`src/rtl/muldiv_scheduler_if.sv`:
```
// Bundle between the core, the shared mul/div unit and the scheduler.
// master = scheduler side, slave = core/unit side.
interface muldiv_scheduler_if;
  logic [31:0] instruction;
  logic [31:0] data_readRegA;
  logic [31:0] data_readRegB;
  logic [31:0] unit_result;
  logic        unit_rdy;
  logic        unit_exception;
  logic        ctrl_MULT;
  logic        ctrl_DIV;
  logic [31:0] unit_operandA;
  logic [31:0] unit_operandB;
  logic        stall;
  logic        busy;
  logic        wb_en;
  logic [4:0]  wb_reg;
  logic [31:0] wb_data;

  modport master (
    input  instruction, data_readRegA, data_readRegB, unit_result, unit_rdy, unit_exception,
    output ctrl_MULT, ctrl_DIV, unit_operandA, unit_operandB, stall, busy, wb_en, wb_reg, wb_data
  );

  modport slave (
    output instruction, data_readRegA, data_readRegB, unit_result, unit_rdy, unit_exception,
    input  ctrl_MULT, ctrl_DIV, unit_operandA, unit_operandB, stall, busy, wb_en, wb_reg, wb_data
  );
endinterface

```
`src/rtl/muldiv_scheduler.sv`:
```
// Runs one mul/div on the shared unit: latch operands, pulse start, wait for ready or timeout, write back once.
// Detect-to-writeback is 3 cycles plus unit delay; the core is held with stall until the writeback cycle.
module muldiv_scheduler #(
  parameter logic [4:0]  MULT_OP    = 5'b00110,
  parameter logic [4:0]  DIV_OP     = 5'b00111,
  parameter int          TIMEOUT    = 40,
  parameter logic [31:0] STATUS_MUL = 32'd4,
  parameter logic [31:0] STATUS_DIV = 32'd5
) (
  input logic               clock,
  input logic               reset,
  muldiv_scheduler_if.master bus
);
  localparam int              CNT_W      = $clog2(TIMEOUT);
  localparam logic [CNT_W-1:0] CNT_LAST  = CNT_W'(TIMEOUT - 1);
  localparam logic [4:0]      STATUS_REG = 5'd30;

  typedef enum logic [1:0] {IDLE, ISSUE, WAIT, DONE} state_e;

  state_e           state_q, state_d;
  logic [31:0]      opa_q, opa_d;
  logic [31:0]      opb_q, opb_d;
  logic [31:0]      res_q, res_d;
  logic [4:0]       rd_q, rd_d;
  logic             is_div_q, is_div_d;
  logic             exc_q, exc_d;
  logic [CNT_W-1:0] cnt_q, cnt_d;

  logic [4:0] alu_op;
  logic       detect;
  logic       unused_instr_bits;

  assign alu_op = bus.instruction[6:2];
  assign detect = (bus.instruction[31:27] == 5'b00000) &&
                  ((alu_op == MULT_OP) || (alu_op == DIV_OP));
  assign unused_instr_bits = ^{bus.instruction[21:7], bus.instruction[1:0]};

  always_comb begin
    state_d  = state_q;
    opa_d    = opa_q;
    opb_d    = opb_q;
    res_d    = res_q;
    rd_d     = rd_q;
    is_div_d = is_div_q;
    exc_d    = exc_q;
    cnt_d    = cnt_q;
    case (state_q)
      IDLE: begin
        if (detect) begin
          opa_d    = bus.data_readRegA;
          opb_d    = bus.data_readRegB;
          rd_d     = bus.instruction[26:22];
          is_div_d = (alu_op == DIV_OP);
          cnt_d    = '0;
          state_d  = ISSUE;
        end
      end
      ISSUE: state_d = WAIT;
      WAIT: begin
        cnt_d = cnt_q + 1'b1;
        // A ready arriving on the last allowed cycle still wins over the timeout.
        if (bus.unit_rdy) begin
          res_d   = bus.unit_result;
          exc_d   = bus.unit_exception;
          state_d = DONE;
        end else if (cnt_q == CNT_LAST) begin
          res_d   = '0;
          exc_d   = 1'b1;
          state_d = DONE;
        end
      end
      DONE: state_d = IDLE;
      default: state_d = IDLE;
    endcase
  end

  always_ff @(posedge clock or negedge reset) begin
    if (!reset) begin
      state_q  <= IDLE;
      opa_q    <= '0;
      opb_q    <= '0;
      res_q    <= '0;
      rd_q     <= '0;
      is_div_q <= 1'b0;
      exc_q    <= 1'b0;
      cnt_q    <= '0;
    end else begin
      state_q  <= state_d;
      opa_q    <= opa_d;
      opb_q    <= opb_d;
      res_q    <= res_d;
      rd_q     <= rd_d;
      is_div_q <= is_div_d;
      exc_q    <= exc_d;
      cnt_q    <= cnt_d;
    end
  end

  // Only stall in IDLE looks at live inputs; it is gated so reset forces it low too.
  always_comb begin
    bus.ctrl_MULT     = 1'b0;
    bus.ctrl_DIV      = 1'b0;
    bus.stall         = 1'b0;
    bus.wb_en         = 1'b0;
    bus.wb_reg        = '0;
    bus.wb_data       = '0;
    bus.unit_operandA = opa_q;
    bus.unit_operandB = opb_q;
    bus.busy          = (state_q != IDLE);
    case (state_q)
      IDLE: bus.stall = detect & reset;
      ISSUE: begin
        bus.stall     = 1'b1;
        bus.ctrl_MULT = ~is_div_q;
        bus.ctrl_DIV  = is_div_q;
      end
      WAIT: bus.stall = 1'b1;
      DONE: begin
        if (exc_q) begin
          bus.wb_en   = 1'b1;
          bus.wb_reg  = STATUS_REG;
          bus.wb_data = is_div_q ? STATUS_DIV : STATUS_MUL;
        end else begin
          bus.wb_en   = (rd_q != 5'd0);
          bus.wb_reg  = rd_q;
          bus.wb_data = res_q;
        end
      end
      default: bus.stall = 1'b0;
    endcase
  end
endmodule
```
`src/flat_wrapper.sv`:
```
// flat-port wrapper written by rule: the top's interface ports become plain ports
module muldiv_scheduler_flat 
#(
  parameter logic [4:0]  MULT_OP    = 5'b00110,
  parameter logic [4:0]  DIV_OP     = 5'b00111,
  parameter int          TIMEOUT    = 40,
  parameter logic [31:0] STATUS_MUL = 32'd4,
  parameter logic [31:0] STATUS_DIV = 32'd5
)
  (clock, reset, bus_instruction, bus_data_readRegA, bus_data_readRegB, bus_unit_result, bus_unit_rdy, bus_unit_exception, bus_ctrl_MULT, bus_ctrl_DIV, bus_unit_operandA, bus_unit_operandB, bus_stall, bus_busy, bus_wb_en, bus_wb_reg, bus_wb_data);
  muldiv_scheduler_if bus_i ();
  input logic clock;
  input logic reset;
  input wire logic [$bits(bus_i.instruction)-1:0] bus_instruction;
  input wire logic [$bits(bus_i.data_readRegA)-1:0] bus_data_readRegA;
  input wire logic [$bits(bus_i.data_readRegB)-1:0] bus_data_readRegB;
  input wire logic [$bits(bus_i.unit_result)-1:0] bus_unit_result;
  input wire logic [$bits(bus_i.unit_rdy)-1:0] bus_unit_rdy;
  input wire logic [$bits(bus_i.unit_exception)-1:0] bus_unit_exception;
  output wire logic [$bits(bus_i.ctrl_MULT)-1:0] bus_ctrl_MULT;
  output wire logic [$bits(bus_i.ctrl_DIV)-1:0] bus_ctrl_DIV;
  output wire logic [$bits(bus_i.unit_operandA)-1:0] bus_unit_operandA;
  output wire logic [$bits(bus_i.unit_operandB)-1:0] bus_unit_operandB;
  output wire logic [$bits(bus_i.stall)-1:0] bus_stall;
  output wire logic [$bits(bus_i.busy)-1:0] bus_busy;
  output wire logic [$bits(bus_i.wb_en)-1:0] bus_wb_en;
  output wire logic [$bits(bus_i.wb_reg)-1:0] bus_wb_reg;
  output wire logic [$bits(bus_i.wb_data)-1:0] bus_wb_data;
  assign bus_i.instruction = bus_instruction;
  assign bus_i.data_readRegA = bus_data_readRegA;
  assign bus_i.data_readRegB = bus_data_readRegB;
  assign bus_i.unit_result = bus_unit_result;
  assign bus_i.unit_rdy = bus_unit_rdy;
  assign bus_i.unit_exception = bus_unit_exception;
  assign bus_ctrl_MULT = bus_i.ctrl_MULT;
  assign bus_ctrl_DIV = bus_i.ctrl_DIV;
  assign bus_unit_operandA = bus_i.unit_operandA;
  assign bus_unit_operandB = bus_i.unit_operandB;
  assign bus_stall = bus_i.stall;
  assign bus_busy = bus_i.busy;
  assign bus_wb_en = bus_i.wb_en;
  assign bus_wb_reg = bus_i.wb_reg;
  assign bus_wb_data = bus_i.wb_data;
  muldiv_scheduler #(.MULT_OP(MULT_OP), .DIV_OP(DIV_OP), .TIMEOUT(TIMEOUT), .STATUS_MUL(STATUS_MUL), .STATUS_DIV(STATUS_DIV)) u_core (.clock(clock), .reset(reset), .bus(bus_i));
endmodule
```
`config.mk`:
```
export PLATFORM = sky130hd
export DESIGN_NAME = muldiv_scheduler_flat
export DESIGN_NICKNAME = d
export VERILOG_FILES = /design/src/rtl/muldiv_scheduler_if.sv /design/src/rtl/muldiv_scheduler.sv /design/src/flat_wrapper.sv
export SDC_FILE = /design/constraint.sdc
export NUM_CORES = 1
export LEC_CHECK = 0
export CORE_ASPECT_RATIO = 1.5
export CORE_MARGIN = 5
export CORE_UTILIZATION = 37
export CTS_CLUSTER_DIAMETER = 40
export CTS_CLUSTER_SIZE = 40
export DETAILED_ROUTE_END_ITERATION = 16
export GPL_ROUTABILITY_DRIVEN = 1
export PLACE_DENSITY = 0.81
export REMOVE_ABC_BUFFERS = 1
export SYNTH_ARGS = -nofsm -noshare
export SYNTH_HDL_FRONTEND = slang
export SYNTH_SLANG_ARGS = --single-unit
export TNS_END_PERCENT = 1
```
`constraint.sdc`:
```
create_clock -name clock -period 1.7 [get_ports clock]
set_input_delay 0.34 -clock clock [delete_from_list [all_inputs] [get_ports clock]]
set_output_delay 0.34 -clock clock [all_outputs]
set_load 0.05 [all_outputs]
```
==> results.json <==
{
  "synth_xor_area_share_pct": 0.1744,
  "drt_wl_total_um": 15010,
  "antennaDiodeCount": 0,
  "htree_levels": 3,
  "grt_pass1_vias": 4321,
  "crit_path_max_fanout": 2,
  "synthCells": 344,
  "die_area_mm2": 0.01605,
  "place_inst": 737,
  "rsz0062_at_grt": "true",
  "hp-class": "in -> async",
  "period_needed_ns": 2.031,
  "drv_slew": 0,
  "cts_sinks": 111,
  "cts.reportedPaths.clkPinSlew_ns": 0.07,
  "die_h_um": 152.7,
  "initial_core_util_pct": 37.47,
  "io_pins": 238,
  "drt-vias-per-instance": 4.995,
  "numCtsBuffers": 9,
  "synthSimpleGateAreaFrac_pct": 8.919,
  "final_cell_mix": "dfrtp_1 (111), clkdlybuf4s50_1 (106), buf_4 (88)",
  "synthFlopType": "dfrtp_1",
  "grt_max_degree": 112,
  "grt_pass1_wl_um": 23750,
  "drive_gt1_share_pct": 47.47,
  "yosysWarningCount": 0,
  "netlist_area_mm2": 0.005022,
  "cts_max_path_buffers": 2,
  "synth_compound_area_share_pct": 9.517,
  "instances_no_fill": 756,
  "synth-seq-cells": 111,
  "syn_area_per_cell_um2": 14.60,
  "root_buffer": "clkbuf_16",
  "row_count": 52,
  "postPlaceCellArea_mm2": 0.007840,
  "core_area_mm2": 0.01340,
  "fillCellCount": 1028,
  "synth-adder-area-share_pct": 1.495,
  "synth_cell_type_count": 42,
  "clock.fmax_mhz": 492.3,
  "io_buffers": 220,
  "grt_use_total_pct": 18.50,
  "antenna_found_initial": 0,
  "cts_hold_buf": 0,
  "die_x_um": 105.1,
  "p_per_area_mw_per_mm2": 1218,
  "crit_type": "reg -> out",
  "maxCapViolCount": 0,
  "drt_iter0_drc": 117,
  "vias": 3776,
  "setup_ws_ns": -0.3312,
  "fin_skew_ns": 0.01342,
  "leakagePower_nw": 4.146,
  "muxShareOfSynthArea_pct": 21.60,
  "clk_latency_ns": 0.35,
  "final_common_cell": "dfrtp_1",
  "finalNetCount": 727,
  "wl_per_cell_um": 19.85,
  "ant_nets": 0,
  "globalRoute.totalOverflow": 0,
  "async_reset_ff_share_pct": 100.0,
  "cp-start-kind": "register",
  "synth_edf_count": 0,
  "vdd_drop_max_uv": 1360,
  "tritoncts": "built",
  "synth_top_family_by_area": "multiplexers",
  "arrival_ns": 1.69,
  "yosysSeqAreaShare_pct": 55.31,
  "dpl.hpwl_um": 11320,
  "first_pass_iters": 4,
  "worst_pin_slew_ns": 0.5894,
  "power_w": 0.01016,
  "synthToLayoutAreaGrowth_pct": 66.02,
  "required_ns": 1.36,
  "max-slew-margin-rel_pct": 60.71,
  "hold_viol_final": 0,
  "violations": "setup timing",
  "final_area_mm2": 0.008338,
  "end_kind": "primary output",
  "gp_congestion": 0.7686,
  "fin_crit_sh_pct": 119.5,
  "outcome": "complete, but fails checks",
  "drc": 0,
  "setup_viol": 40
}
==> through the flow <==
stage	hold slack [ns]	setup slack, ns	TNS (ns)	utilization (%)
4_1_cts	0.1572	-0.3517	-8.496	61.77
2_1_floorplan	0.04441	-0.9296	-102.85	-
3_3_place_gp	0.4802	-0.5167	-33.76	58.50
6_report	0.1250	-0.3312	-7.935	62.21
3_5_place_dp	0.4858	-0.5297	-36.05	58.50
5_1_grt	0.1759	-0.3781	-11.27	62.21
==> state kept, by name, summed over array words and instances (netlist names) <==
register / count
u_core.rd_q: 5
u_core.state_q: 2
u_core.exc_q: 1
u_core.cnt_q: 6
u_core.res_q: 32
u_core.bus.unit_operandB: 32
u_core.is_div_q: 1
u_core.bus.unit_operandA: 32
==> cell usage after synthesis, drive strengths merged (2+ instances only) <==
library cell / count / area, um^2
a21oi: 3 / 15.01
a221o: 2 / 20.02
a22o: 32 / 280.3
a31oi: 3 / 18.77
and2: 33 / 206.5
buf: 11 / 97.59
clkbuf: 9 / 33.78
dfrtp: 111 / 2778
ha: 6 / 75.07
inv: 5 / 18.77
mux2: 71 / 1055
mux2i: 3 / 30.03
nand2: 7 / 26.28
nand3: 3 / 15.01
nor2: 5 / 18.77
nor2b: 5 / 31.28
nor4: 3 / 25.02
o21a: 6 / 45.04
o21ai: 6 / 30.02
o32a: 2 / 20.02
or3: 2 / 12.51
or4: 2 / 18.77
==> logic make-up (layout without fill, tap and decap cells) <==
group / after synthesis / after routing
DFF: 111 / 111
buffers and inverters: 25 / 275
adders and majority gates: 6 / 6
AOI/OAI and AO/OA: 59 / 59
muxes: 74 / 74
xor gates and xnor gates: 1 / 1
and+or+nand+nor: 68 / 68
==> routing by layer <==
metal | global-route usage [%] | part of all wire [%] | up-vias
li1 | - | - | 1724
met1 | 20.23 | 36 | 1865
met2 | 33.30 | 55 | 145
met3 | 4.070 | 5.0 | 42
met4 | 8.958 | 4.4 | 0
met5 | 0 | 0 | -
==> layout make-up <==
type / instances / area (um^2) / area share [%]
Inverter: 5 / 18.77 / 0.2251
Sequential cell: 111 / 2778 / 33.31
Multi-Input combinational cell: 208 / 2258 / 27.09
Tap cell: 162 / 202.7 / 2.431
Clock inverter: 7 / 72.57 / 0.8703
Clock buffer: 9 / 225.2 / 2.701
Timing Repair Buffer: 254 / 2783 / 33.37
==> power breakdown <==
part | total (W) | internal [W] | switching, W
clock network | 0.00210 | 0.00104 | 0.00105
logic | 0.00455 | 0.00233 | 0.00222
registers | 0.00351 | 0.00315 | 0.000361
total | 0.0102 | 0.00652 | 0.00364
==> critical path: stages (launching register included) <==
cell and delay (ns):
dfrtp_1 0.39, or4_4 0.53, o31a_1 0.27, buf_6 0.16
==> final timing paths <==
path / from / to / slack (ns) / depth (start not counted)
max: u_core.rd_q[3]$_DFFE_PN0P_ / bus_wb_en / -0.33 / 3
min: reset / u_core.res_q[25]$_DFFE_PN0P_ / 0.12 / 2
max reg2reg: u_core.state_q[0]$_DFFE_PN0P_ / u_core.cnt_q[4]$_DFFE_PN0P_ / 0.02 / 7
min reg2reg: u_core.res_q[17]$_DFFE_PN0P_ / u_core.res_q[17]$_DFFE_PN0P_ / 0.51 / 1
max in group asynchronous: reset / u_core.state_q[0]$_DFFE_PN0P_ / 1.14 / 2
min in group clock: u_core.res_q[17]$_DFFE_PN0P_ / u_core.res_q[17]$_DFFE_PN0P_ / 0.51 / 1
==> what timing repair did <==
| item | CTS | global route |
|---|---|---|
| gates resized for setup | 52 | 15 |
| endpoints found under the hold margin | 0 | 0 |
| pin swaps | 31 | 9 |
| setup buffers | 3 | 0 |
| setup endpoints to repair | 111 | 147 |
Note: power is estimated with default switching activity, not from simulation.
